**config.mk**
```make
export PLATFORM = sky130hd
export DESIGN_NAME = tt_serial_mem_reader
export DESIGN_NICKNAME = d
export VERILOG_FILES = /design/src/rtl/tt_mem_pkg.sv /design/src/rtl/tt_piso_shifter.sv /design/src/rtl/tt_serial_mem_reader.sv
export SDC_FILE = /design/constraint.sdc
export NUM_CORES = 1
export LEC_CHECK = 0
export ABC_CLOCK_PERIOD_IN_PS = 3950
export BUFFER_PORTS_ARGS = -buffer_cell sky130_fd_sc_hd__buf_2
export CORE_MARGIN = 3
export CORE_UTILIZATION = 58
export DETAILED_ROUTE_END_ITERATION = 7
export PLACE_DENSITY_LB_ADDON = 0.08
export SLEW_MARGIN = 5
export SYNTH_ARGS = -nofsm -noshare
export SYNTH_HDL_FRONTEND = slang
export SYNTH_SLANG_ARGS = --single-unit
```
**constraint.sdc**
```tcl
create_clock -name clk -period 3.95 [get_ports clk]
set_clock_uncertainty 0.15 [all_clocks]
set_input_delay 0.79 -clock clk [delete_from_list [all_inputs] [get_ports clk]]
set_output_delay 0.79 -clock clk [all_outputs]
set_load 0.01 [all_outputs]
```
**src/rtl/tt_mem_pkg.sv**
```systemverilog
// Shared definitions for the tile's 64x8 byte memory paths (serial capture/write
// and serial read-out).
//   TT_ADDR_W        : default memory address width (64 locations)
//   TT_DATA_W        : default memory word width (bits per serial byte)
//   BURST_LEN_OFFSET : burst_len fields encode (bytes - BURST_LEN_OFFSET)
//   state_e          : read-out engine FSM states
package tt_mem_pkg;

  localparam int TT_ADDR_W = 6;
  localparam int TT_DATA_W = 8;

  // A burst_len of 0 means one byte, so the byte count is len + 1.
  localparam int BURST_LEN_OFFSET = 1;

  typedef enum logic [2:0] {
    IDLE  = 3'd0,
    FETCH = 3'd1,
    LOAD  = 3'd2,
    SHIFT = 3'd3,
    DONE  = 3'd4
  } state_e;

endpackage

```
**src/rtl/tt_piso_shifter.sv**
```systemverilog
// Parallel-in, serial-out shift register, MSB first.
//   clk, rst_n : clock, asynchronous active-low reset (clears the register)
//   load       : capture din (has priority over shift)
//   shift      : shift left by one, zero-filling the LSB
//   din        : parallel load data
//   msb        : current MSB, i.e. the bit presented on the serial line
module tt_piso_shifter #(
  parameter int DATA_W = 8
) (
  input  logic              clk,
  input  logic              rst_n,
  input  logic              load,
  input  logic              shift,
  input  logic [DATA_W-1:0] din,
  output logic              msb
);

  logic [DATA_W-1:0] sr_q;

  always_ff @(posedge clk or negedge rst_n) begin
    if (!rst_n) begin
      sr_q <= '0;
    end else if (load) begin
      sr_q <= din;
    end else if (shift) begin
      sr_q <= {sr_q[DATA_W-2:0], 1'b0};
    end
  end

  assign msb = sr_q[DATA_W-1];

endmodule

```
**src/rtl/tt_serial_mem_reader.sv**
```systemverilog
// Serial read-out engine for the tile's byte memory. On start it fetches one or
// more consecutive bytes through a 1-cycle-latency synchronous read port and
// streams them MSB first, gaplessly, on a single serial pin.
//   clk, rst_n   : clock, asynchronous active-low reset
//   start_i      : start request (accepted in IDLE and DONE only)
//   start_addr_i : first byte address, captured with start_i
//   burst_len_i  : bytes to send minus 1, captured with start_i
//   mem_rd_o     : memory read strobe (decoded from registered state)
//   mem_addr_o   : registered memory read address
//   mem_rdata_i  : memory read data, valid the cycle after mem_rd_o
//   sdo_o        : serial data out, MSB first
//   sdo_valid_o  : sdo_o carries a valid bit
//   busy_o       : transfer in progress
//   done_o       : one-cycle pulse after the last bit of the burst
module tt_serial_mem_reader
  import tt_mem_pkg::*;
#(
  parameter int ADDR_W = TT_ADDR_W,
  parameter int DATA_W = TT_DATA_W
) (
  input  logic              clk,
  input  logic              rst_n,
  input  logic              start_i,
  input  logic [ADDR_W-1:0] start_addr_i,
  input  logic [ADDR_W-1:0] burst_len_i,
  output logic              mem_rd_o,
  output logic [ADDR_W-1:0] mem_addr_o,
  input  logic [DATA_W-1:0] mem_rdata_i,
  output logic              sdo_o,
  output logic              sdo_valid_o,
  output logic              busy_o,
  output logic              done_o
);

  localparam int CNT_W = (DATA_W > 1) ? $clog2(DATA_W) : 1;
  localparam logic [CNT_W-1:0] BIT_LAST = CNT_W'(DATA_W - 1);

  state_e            state_q, state_d;
  logic [CNT_W-1:0]  bit_cnt_q;
  logic [ADDR_W-1:0] byte_cnt_q;
  logic [ADDR_W-1:0] mem_addr_q;
  logic              sdo_valid_q;
  logic              busy_q;
  logic              done_q;
  logic              sh_load;
  logic              sh_shift;
  logic              rd;
  logic              last_bit;
  logic              more_bytes;

  assign last_bit   = (bit_cnt_q == '0);
  assign more_bytes = (byte_cnt_q != '0);

  always_comb begin
    state_d  = state_q;
    sh_load  = 1'b0;
    sh_shift = 1'b0;
    rd       = 1'b0;
    unique case (state_q)
      IDLE: begin
        if (start_i) state_d = FETCH;
      end
      FETCH: begin
        rd      = 1'b1;
        state_d = LOAD;
      end
      LOAD: begin
        sh_load = 1'b1;
        state_d = SHIFT;
      end
      SHIFT: begin
        // Prefetch one cycle ahead so the next byte lands exactly on the
        // last-bit cycle and the stream has no gap.
        if ((bit_cnt_q == CNT_W'(1)) && more_bytes) rd = 1'b1;
        if (last_bit && more_bytes) begin
          sh_load = 1'b1;
        end else begin
          sh_shift = 1'b1;
          if (last_bit) state_d = DONE;
        end
      end
      DONE: begin
        state_d = start_i ? FETCH : IDLE;
      end
      default: state_d = IDLE;
    endcase
  end

  always_ff @(posedge clk or negedge rst_n) begin
    if (!rst_n) begin
      state_q     <= IDLE;
      bit_cnt_q   <= '0;
      byte_cnt_q  <= '0;
      mem_addr_q  <= '0;
      sdo_valid_q <= 1'b0;
      busy_q      <= 1'b0;
      done_q      <= 1'b0;
    end else begin
      state_q <= state_d;
      unique case (state_q)
        IDLE, DONE: begin
          if (start_i) begin
            mem_addr_q <= start_addr_i;
            byte_cnt_q <= burst_len_i;
          end
        end
        LOAD: begin
          bit_cnt_q  <= BIT_LAST;
          mem_addr_q <= mem_addr_q + ADDR_W'(1);
        end
        SHIFT: begin
          if (last_bit && more_bytes) begin
            bit_cnt_q  <= BIT_LAST;
            mem_addr_q <= mem_addr_q + ADDR_W'(1);
            byte_cnt_q <= byte_cnt_q - ADDR_W'(1);
          end else if (!last_bit) begin
            bit_cnt_q <= bit_cnt_q - CNT_W'(1);
          end
        end
        default: ;
      endcase
      // Status outputs are registered copies of the state being entered, so
      // they line up with the cycle that state is active.
      sdo_valid_q <= (state_d == SHIFT);
      busy_q      <= (state_d == FETCH) || (state_d == LOAD) || (state_d == SHIFT);
      done_q      <= (state_d == DONE);
    end
  end

  tt_piso_shifter #(
    .DATA_W (DATA_W)
  ) u_shifter (
    .clk   (clk),
    .rst_n (rst_n),
    .load  (sh_load),
    .shift (sh_shift),
    .din   (mem_rdata_i),
    .msb   (sdo_o)
  );

  assign mem_rd_o    = rd;
  assign mem_addr_o  = mem_addr_q;
  assign sdo_valid_o = sdo_valid_q;
  assign busy_o      = busy_q;
  assign done_o      = done_q;

endmodule

```
==> metrics.md <==
| Metric | Value |
|---|---|
| Post-synth top area cell | `dfrtp_1` |
| CTS Hold Buffers Added | `0` |
| Critical path arrival | `1.77 ns` |
| TNS Setup | `0 ns` |
| Fin crit share | `68.70%` |
| Combinational share of power | `6.6%` |
| Drt pass-1 iters | `4` |
| Core Footprint | `2545 um^2` |
| Least-Margin Pin Slew | `0.9392 ns` |
| GRT Total Usage | `22.02%` |
| Clk_lat worst skew | `0.32 ns` |
| Initial antenna violation count | `0` |
| Post-synth EDFFs | `0` |
| Initial Util | `62.83%` |
| Clk slew on worst S/H paths | `0.10 ns` |
| Layout cells sized above 1 | `22.89%` |
| Reg2reg end | `mem_addr_o[3]` |
| Post-synth top area share | `45.38%` |
| Startpoint types | `flip-flop` |
| P_int | `0.0003859 W` |
| Delay-heaviest family, CP | `simple AND/OR/NAND/NOR gates` |
| Max Cap Viol | `0` |
| Tmin final | `2.714 ns` |
| H-tree lvl count | `2` |
| Synth warnings | `0` |
| Post-synth cell types | `46` |
| Area of the multi-input gates | `790.8 um^2` |
| Post-DRT Antenna Nets | `0` |
| RR Startpoint | `bit_cnt_q[1]` |
| Cell Area, Synth | `1599 um^2` |
| Outcome | `completed` |
| Crit Path Class | `reg -> out` |
| Nets | `228` |
| Mean Syn Cell Area | `9.351 um^2` |
| Worst EP required | `3.01 ns` |
| Crit path capture | `mem_rd_o` |
| Slew Viols, Final | `0` |
| Sequential area share after synthesis | `45.38%` |
| Relative slew margins | `37.26%` |
| Wire per inst | `14.97 um` |
| Final core occ | `70.60%` |
| Clk sinks | `29` |
| Cells after DPL | `223` |
| Unrepaired setup endpoints after global routing | `no` |
| Reg2Reg Depth | `7` |
| Die ar. | `3423 um^2` |
| Vias in the first global route | `1,331` |
| Top_reg_cell synth | `dfrtp_1` |
| Critical path depth | `7` |
| Port buffer count | `33` |
| Initial DRC Count | `103` |
| Async SR Flop Fraction | `100.0%` |
| Pin count of the biggest net entering global routing | `30` |
| Hold Crit Class | `in -> async` |
| DPL Wire Length | `2.462 mm` |
| Clock root buffer master | `clkbuf_4` |
| Worst path most repeated cell | `nand2b_1` |
| Final WS setup | `1.236 ns` |
| Global-route wire length before repair | `5.837 mm` |
| Slowest CP cell | `dfrtp_1` |
| Post-Syn Instances | `171` |
| # IOs | `34` |
| Seq. cell area | `725.7 um^2` |
| Layout Area Growth over Synthesis | `12.36%` |
| Synth top area cells | `dfrtp_1 45%, a21oi_1 6.3%, nor2_1 4.0%` |
| Die Wd | `58.51 um` |
| Post-CTS Setup Bufs | `0` |
| Setup WS pre-CTS | `1.439 ns` |
| Final setup viols | `0` |
| Drt drc | `0` |
| R2R setup slack | `1.66 ns` |
| Crit Path Max Fanout | `6` |
| Clock power frac | `33.6%` |
| Bufs on Longest Clock Path | `2` |
| Vias | `1,417` |
| Worst path bufs/invs | `2` |
| Max Fclk | `0.3685 GHz` |
| Placement Rows | `18` |
| #FFs+latches synth | `29` |
| Worst vdd ir | `215.6 uV` |
| Residual overflow from global routing | `0` |
| Post-Route WL | `3.458 mm` |
| Vias per inst | `6.134` |
| Layout fillers | `208` |
| Pwr dens | `284.6 nW/um^2` |
| Net Sw Power | `0.0001255 W` |
| CTS Buf Count | `5` |
| CP max stage delay | `0.38 ns` |
| Final hold vios | `0` |
| CTS resizes | `0` |
| N_diodes | `0` |
| Power, Total | `0.0005114 W` |
| Syn_nets | `199` |
| Net Sw Frac | `24.54%` |
| Die height | `58.51 um` |
| P_leak | `0.8597 nW` |
| Routability Congestion | `0.8160` |
| Crit. End Element | `primary output` |
| TritonCTS clock tree | `built` |
| Sequential power share | `59.8%` |
| Final Non-Filler Cells | `231` |
| CP Cell Sequence | `inv_1 -> ha_1 -> nand2b_1 -> nand2b_1 -> nand3_1 -> a21oi_1 -> buf_2` |
| Worst Setup SP | `byte_cnt_q[0]` |
[layer usage]
metal	part of all wire, %	track usage, %	wire length (um)
met5	0	0	0
met4	0.98	8.609	34
met2	48	35.57	1666
met1	45	28.77	1541
met3	6.2	4.825	215
[synthesized netlist by cell type, types with 2 or more instances]
| master | number |
|---|---|
| a21oi_1 | 20 |
| a22oi_1 | 3 |
| a311oi_1 | 6 |
| and2_1 | 2 |
| and3_1 | 3 |
| and3b_1 | 2 |
| buf_2 | 6 |
| buf_4 | 2 |
| clkbuf_1 | 2 |
| dfrtp_1 | 29 |
| ha_1 | 5 |
| inv_1 | 7 |
| nand2_1 | 16 |
| nand2b_1 | 5 |
| nand3_1 | 2 |
| nand3b_1 | 2 |
| nand4_1 | 2 |
| nor2_1 | 17 |
| nor2b_1 | 3 |
| nor3_1 | 2 |
| o21ai_0 | 6 |
| o221ai_1 | 3 |
| o22ai_1 | 3 |
[power groups by stage]
stage               clock network, W   logic, W  registers, W
global placement                   0  0.0000329      0.000311
global route                0.000190  0.0000382      0.000307
finish                      0.000172  0.0000336      0.000306
CTS                         0.000178  0.0000343      0.000306
floorplan                          0  0.0000109      0.000313
detailed placement                 0  0.0000344      0.000311
[layout make-up]
| cell class | count | share of cell area, % |
|---|---|---|
| multi-input combinational | 124 | 44.01 |
| sequential | 29 | 40.39 |
| timing repair buffer | 33 | 9.192 |
| clock buffer | 6 | 2.298 |
| tap | 30 | 2.089 |
| inverter | 7 | 1.462 |
| clock inverter | 2 | 0.5571 |
[cell families (layout without fill, tap and decap cells)]
| group | count (synthesis) | in the layout | share of synthesized area, % |
|---|---|---|---|
| adders and majority gates | 5 | 5 | 3.912 |
| muxes | 2 | 2 | 1.330 |
| DFF | 29 | 29 | 45.38 |
| AOI/OAI and AO/OA | 54 | 54 | 23.16 |
| buffers and inverters | 18 | 48 | 5.164 |
| and+or+nand+nor | 63 | 63 | 21.05 |
[flip-flops by register name, indices dropped and copies added, names as in the netlist]
signal,cells
byte_cnt_q,6
state_q,3
mem_addr_o,6
busy_o,1
done_o,1
sdo_valid_o,1
bit_cnt_q,3
u_shifter.sr_q,8
[worst min-delay path by stage]
stage / start / end / slack (ns) / cells after the start
6_report: rst_n / u_shifter.sr_q[7] / 0.33 / 1
5_1_grt: rst_n / sdo_valid_o / 0.37 / 1
4_1_cts: rst_n / byte_cnt_q[3] / 0.35 / 1
3_5_place_dp: mem_addr_o[5] / mem_addr_o[5] / 0.35 / 1
3_3_place_gp: mem_addr_o[5] / mem_addr_o[5] / 0.33 / 1
2_1_floorplan: u_shifter.sr_q[0] / u_shifter.sr_q[0] / 0.32 / 1
[per-stage QoR]
| stage | instance area (um^2) | hold WS (ns) |
|---|---|---|
| 3_5_place_dp | 1745 | 0.3479 |
| 4_1_cts | 1797 | 0.3467 |
| 3_3_place_gp | 1745 | 0.3328 |
| 5_1_grt | 1797 | 0.3669 |
| 6_report | 1797 | 0.3332 |
| 2_1_floorplan | 1599 | 0.3235 |
[cells in the final DEF, fill, tap and decap left out, drive strengths merged, types with 2 or more instances in the layout]
master	n
nand2	16
a22oi	3
dfrtp	29
nor2	18
nand2b	5
and3b	2
o22ai	3
a21oi	21
clkbuf	6
and2	2
clkinv	2
o21ai	6
nand3b	2
nor3	3
ha	5
inv	7
nand3	2
and3	3
nor2b	4
nand4	2
o221ai	3
buf	33
a311oi	6
(Power assumes the default switching activity.)
